File: src/rtl/adc_mux.sv
// Purpose: round-robin merge of NUM_CH ADC channels into one tagged first-word-fall-through output FIFO.
// Latency: a captured sample is visible at out_valid/out_data one cycle after its capture edge.
// Backpressure: a full FIFO holds the scan pointer and withholds ch_ready, so the ADC keeps its sample.
module adc_mux #(
    parameter  int NUM_CH     = 4,
    parameter  int FIFO_DEPTH = 8,
    localparam int CHW        = (NUM_CH > 1) ? $clog2(NUM_CH) : 1,
    localparam int CW         = $clog2(FIFO_DEPTH) + 1
) (
    input  logic                  sck,
    input  logic                  rst,
    input  logic                  start,
    input  logic [NUM_CH-1:0]     ch_valid,
    input  logic [32*NUM_CH-1:0]  ch_data,
    output logic [NUM_CH-1:0]     ch_ready,
    output logic                  out_valid,
    input  logic                  out_ready,
    output logic [31:0]           out_data,
    output logic [CHW-1:0]        out_ch,
    output logic                  frame_done,
    output logic [CW-1:0]         fifo_count
);

    localparam int AW = (FIFO_DEPTH > 1) ? $clog2(FIFO_DEPTH) : 1;

    localparam logic [1:0] ST_IDLE = 2'd0;
    localparam logic [1:0] ST_SCAN = 2'd1;
    localparam logic [1:0] ST_ACK  = 2'd2;

    localparam logic [CHW-1:0]    PTR_LAST = CHW'(NUM_CH - 1);
    localparam logic [CW-1:0]     DEPTH_C  = CW'(FIFO_DEPTH);
    localparam logic [NUM_CH-1:0] ALL_CH   = '1;

    logic [1:0]          state_q, state_d;
    logic [CHW-1:0]      ptr_q, ptr_d;
    logic [NUM_CH-1:0]   ch_ready_q, ch_ready_d;
    logic [NUM_CH-1:0]   mask_q, mask_d;
    logic                frame_done_q, frame_done_d;
    logic [AW-1:0]       wr_ptr_q, wr_ptr_d;
    logic [AW-1:0]       rd_ptr_q, rd_ptr_d;
    logic [CW-1:0]       count_q, count_d;
    logic [CHW+31:0]     mem_q [FIFO_DEPTH];
    logic [CHW+31:0]     mem_d [FIFO_DEPTH];

    logic                push;
    logic                pop;
    logic                fifo_full;
    logic                sel_valid;
    logic [31:0]         sel_data;
    logic [NUM_CH-1:0]   ptr_oh;
    logic [CHW-1:0]      ptr_inc;
    logic [NUM_CH-1:0]   mask_set;

    // Current channel under the scan pointer and the FIFO status seen by the scanner.
    always_comb begin
        sel_valid = ch_valid[ptr_q];
        sel_data  = ch_data[32*ptr_q +: 32];
        ptr_oh    = NUM_CH'(1) << ptr_q;
        ptr_inc   = (ptr_q == PTR_LAST) ? '0 : CHW'(ptr_q + 1'b1);
        // Registered count only: a pop in this cycle cannot make room for a push.
        fifo_full = (count_q == DEPTH_C);
        pop       = (count_q != '0) && out_ready;
    end

    // Scan FSM: examine one channel per cycle, capture, then spend one cycle acknowledging.
    always_comb begin
        state_d    = state_q;
        ptr_d      = ptr_q;
        ch_ready_d = '0;
        push       = 1'b0;
        case (state_q)
            ST_IDLE: begin
                if (start) begin
                    state_d = ST_SCAN;
                end
            end
            ST_SCAN: begin
                if (sel_valid) begin
                    if (!fifo_full) begin
                        push       = 1'b1;
                        ch_ready_d = ptr_oh;
                        ptr_d      = ptr_inc;
                        state_d    = ST_ACK;
                    end
                end else begin
                    ptr_d = ptr_inc;
                end
            end
            ST_ACK: begin
                state_d = ST_SCAN;
            end
            default: begin
                state_d = ST_IDLE;
            end
        endcase
    end

    // Frame tracking: once every channel has been captured, pulse frame_done and start a fresh mask.
    always_comb begin
        mask_set = mask_q | (push ? ptr_oh : '0);
        if (mask_set == ALL_CH) begin
            mask_d       = '0;
            frame_done_d = 1'b1;
        end else begin
            mask_d       = mask_set;
            frame_done_d = 1'b0;
        end
    end

    // FIFO pointers, occupancy and storage update.
    always_comb begin
        wr_ptr_d = push ? AW'(wr_ptr_q + 1'b1) : wr_ptr_q;
        rd_ptr_d = pop  ? AW'(rd_ptr_q + 1'b1) : rd_ptr_q;
        count_d  = count_q;
        if (push && !pop) begin
            count_d = count_q + 1'b1;
        end else if (!push && pop) begin
            count_d = count_q - 1'b1;
        end
        mem_d = mem_q;
        if (push) begin
            mem_d[wr_ptr_q] = {ptr_q, sel_data};
        end
    end

    // State registers; reset discards all FIFO contents and any pending acknowledge.
    always_ff @(posedge sck or posedge rst) begin
        if (rst) begin
            state_q      <= ST_IDLE;
            ptr_q        <= '0;
            ch_ready_q   <= '0;
            mask_q       <= '0;
            frame_done_q <= 1'b0;
            wr_ptr_q     <= '0;
            rd_ptr_q     <= '0;
            count_q      <= '0;
            for (int i = 0; i < FIFO_DEPTH; i++) begin
                mem_q[i] <= '0;
            end
        end else begin
            state_q      <= state_d;
            ptr_q        <= ptr_d;
            ch_ready_q   <= ch_ready_d;
            mask_q       <= mask_d;
            frame_done_q <= frame_done_d;
            wr_ptr_q     <= wr_ptr_d;
            rd_ptr_q     <= rd_ptr_d;
            count_q      <= count_d;
            mem_q        <= mem_d;
        end
    end

    // Head entry falls through to the outputs.
    always_comb begin
        ch_ready   = ch_ready_q;
        out_valid  = (count_q != '0);
        out_data   = mem_q[rd_ptr_q][31:0];
        out_ch     = mem_q[rd_ptr_q][CHW+31:32];
        frame_done = frame_done_q;
        fifo_count = count_q;
    end

endmodule

File: config.mk
export PLATFORM = sky130hd
export DESIGN_NAME = adc_mux
export DESIGN_NICKNAME = d
export VERILOG_FILES = /design/src/rtl/adc_mux.sv
export SDC_FILE = /design/constraint.sdc
export NUM_CORES = 1
export LEC_CHECK = 0
export ABC_AREA = 1
export BUFFER_PORTS_ARGS = -buffer_cell sky130_fd_sc_hd__buf_2
export CAP_MARGIN = 10
export CORE_AREA = 5 5 163 165
export CTS_CLUSTER_DIAMETER = 80
export CTS_CLUSTER_SIZE = 20
export DETAILED_ROUTE_END_ITERATION = 7
export DIE_AREA = 0 0 168 170
export GPL_TIMING_DRIVEN = 0
export PLACE_DENSITY = 0.78
export SETUP_SLACK_MARGIN = 0.2
export SKIP_LAST_GASP = 1
export SYNTH_ARGS = -nofsm -noshare
export SYNTH_HDL_FRONTEND = slang
export SYNTH_SLANG_ARGS = --single-unit
File: constraint.sdc
create_clock -name sck -period 9.99 [get_ports sck]
set_input_delay 0 -clock sck [delete_from_list [all_inputs] [get_ports sck]]
set_output_delay 0 -clock sck [all_outputs]
set_load 0.05 [all_outputs]
==> results_dict.tcl <==
set metrics [dict create \
    synthesis.area_mm2 0.0140 \
    numCtsBuffers 18 \
    dp_hpwl_mm 32.3 \
    crit_path_start_kind "flop" \
    core_mm2 0.0249 \
    end_kind "flop" \
    p_sw_mw 3.13 \
    antenna_found_initial 0 \
    synthTopCellsByArea "dfrtp_1 53%, nand2_1 13%, o21ai_0 11%, nor2_1 5.9%, o32ai_1 4.2%" \
    cts_root_buf "clkbuf_16" \
    grt.overflow.total 0 \
    drv_slew 0 \
    synth_edf_count 0 \
    setup_viol_count_final 0 \
    vias 13330 \
    n_antenna_cell 0 \
    post-route-min-period_ps 3350 \
    timing.slew.headroom_pct 44.0 \
    p_leak_nw 7.73 \
    postCtsSetupBuffers 0 \
    timing.fmax_ghz 0.299 \
    required_ps 10370 \
    synth_nets 1849 \
    clk-insertion-delay-late_ps 520 \
    instances_no_fill 2238 \
    combPwrFrac_pct 55.1 \
    drive_above_1_share_pct 13.1 \
    port_buffers 179 \
    rsz0062_at_grt "false" \
    routedWlPerCell_um 20.7 \
    ctsHoldBuffers 3 \
    globalplace.congestion 0.927 \
    drtAntennaViolNets 0 \
    tightestPinTransition_ps 840 \
    synthFlopType "dfrtp_1" \
    hold_viol_final 0 \
    dp.cells 2214 \
    worstPathArrival_ps 3730 \
    swShare_pct 50.8 \
    fin_nets 2053 \
    synth.avg_cell_area_um2 8.24 \
    vias_per_cell 5.96 \
    nFillCells 2129 \
    synth_seq_cells 295 \
    dieWidth_um 168 \
    synth_common_cells "498 x nand2_1, 310 x o21ai_0, 295 x dfrtp_1" \
    power_density_mw_per_mm2 386 \
    dr.pass1.iters 5 \
    drc 0 \
    die_h_um 170 \
    cts.sinks 295 \
    maxCapViolations 0 \
    path_class "reg2reg" \
    htree_levels 1 \
    grt_pass1_vias 13220 \
    syn_to_final_growth_pct 13.6 \
    num_rows 58 \
    synth_top_area_cell "dfrtp_1" \
    synth_seq_area_share_pct 52.6 \
    clockBufferDepth 3 \
    worst-path-max-fanout 11 \
    cts.clk_slew.worst_paths_ps 80 \
    routed_wl_mm 46.3 \
    worstHoldPathType "in2reg" \
    total_power_mw 6.15 \
    yosysUniqueCellTypes 27 \
    pwr-share-seq_pct 32.5 \
    p_clk_share_pct 12.4 \
    finalClockSkew_ps 18.6 \
    intPower_mw 3.02 \
    grt_max_degree 104 \
    yosysMostFrequentCell "nand2_1" \
    initial_core_util_pct 56.4 \
    io_pins 180 \
    synth.top_cell.area_share_pct 52.6 \
    grtUsageTotal_pct 31.7 \
    post_cts_resized 0 \
    irDropWorstVdd_mv 0.256 \
    status "completed" \
    post-route-period-util_pct 33.5 \
    synth-warning-count 0 \
    grt_pass1_wl_mm 71.8 \
    drt_iter0_markers 1456 \
    synth-async-reset-ratio_pct 100 \
    cts_tree "yes" \
    syn_inst 1703 \
    dieArea_mm2 0.0286 \
]
-- layout make-up --
type	count	area, um2	share of cell area [%]
sequential	295	7380	46.3
tap	330	413	2.59
inverter	32	128	0.800
timing repair buffer	184	981	6.15
buffer	132	647	4.06
multi-input combinational	1244	5890	36.9
clock inverter	1	30.0	0.188
clock buffer	20	479	3.01
-- cell usage in the layout (no fill, tap or decap), drive strengths merged --
cell,netlist,routed
ha,9,9
clkinv,1,1
mux2,2,2
xor2,5,5
buf,50,231
xnor2,2,2
clkbuf,82,102
o31ai,1,1
a32o,32,32
nand2,506,506
o21ai,347,347
bufinv,0,1
o32ai,68,68
inv,31,31
nor2,223,223
a21oi,36,36
dfrtp,295,295
a21boi,2,2
fa,1,1
nand3,10,10
dlygate4sd3,0,3
-- kinds of logic after synthesis --
logic type      after synthesis  share of synthesized area (%)
simple gates                739                           20.0
fa+ha+maj                    10                          0.945
compound gates              486                           20.3
xor+xnor                      7                          0.437
mux                           2                          0.160
flops                       295                           52.6
buf+inv                     164                           5.46
-- metrics by stage --
step	area (um2)	setup TNS [ps]	utilization (%)	setup slack, ps	hold WS (ps)
floorplan	14000	0	-	1840	141
global placement	15300	-328960	61.6	-1140	226
detailed placement	15400	0	61.9	6740	146
CTS	15900	0	64.1	6680	41.4
global route	15900	0	64.1	6360	89.1
finish	15900	0	64.1	6640	51.4
-- worst paths after layout --
path                                   from         end  slack [ps]  depth (start not counted)
worst max-delay path               ptr_q[1]   mask_q[0]        6640                         11
worst min-delay path            ch_valid[0]  state_q[0]          50                          6
worst max register to register     ptr_q[1]   mask_q[0]        6640                         11
worst min register to register   mem_q[191]  mem_q[191]         490                          2
max in group asynchronous               rst   mem_q[83]        8490                          5
min in group asynchronous               rst  mem_q[232]         140                          3
-- critical path, cell delays in order (launching register included) --
cell	delay, ps
dfrtp_1	460
inv_1	150
clkbuf_1	590
clkbuf_1	520
clkbuf_1	440
ha_1	220
a21boi_0	200
nand3_1	150
nand2_1	120
nand2_1	50
nor2_1	250
nor2_1	80
-- layer usage --
layer	vias to the layer above	global-route usage (%)	wire [um]
met5	-	0	0
met2	752	52.0	21500
met1	6382	41.9	18200
met4	0	12.2	1700
met3	107	6.83	4930
li1	6089	-	-
-- power groups by stage --
stage	clock network, mW	registers [mW]	logic [mW]
2_1_floorplan	0	1.97	2.33
3_3_place_gp	0	1.99	3.26
3_5_place_dp	0	2.00	3.34
4_1_cts	0.765	1.99	3.35
5_1_grt	0.805	2.05	3.69
6_report	0.763	2.00	3.39
-- registers in the layout, summed over array words and instances, names as in the netlist --
signal and count:
mem_q 272, wr_ptr_q 3, ch_ready 4, state_q 2, ptr_q 2, fifo_count 4
rd_ptr_q 3, mask_q 4, frame_done 1
Note: power is estimated with default switching activity, not from simulation.
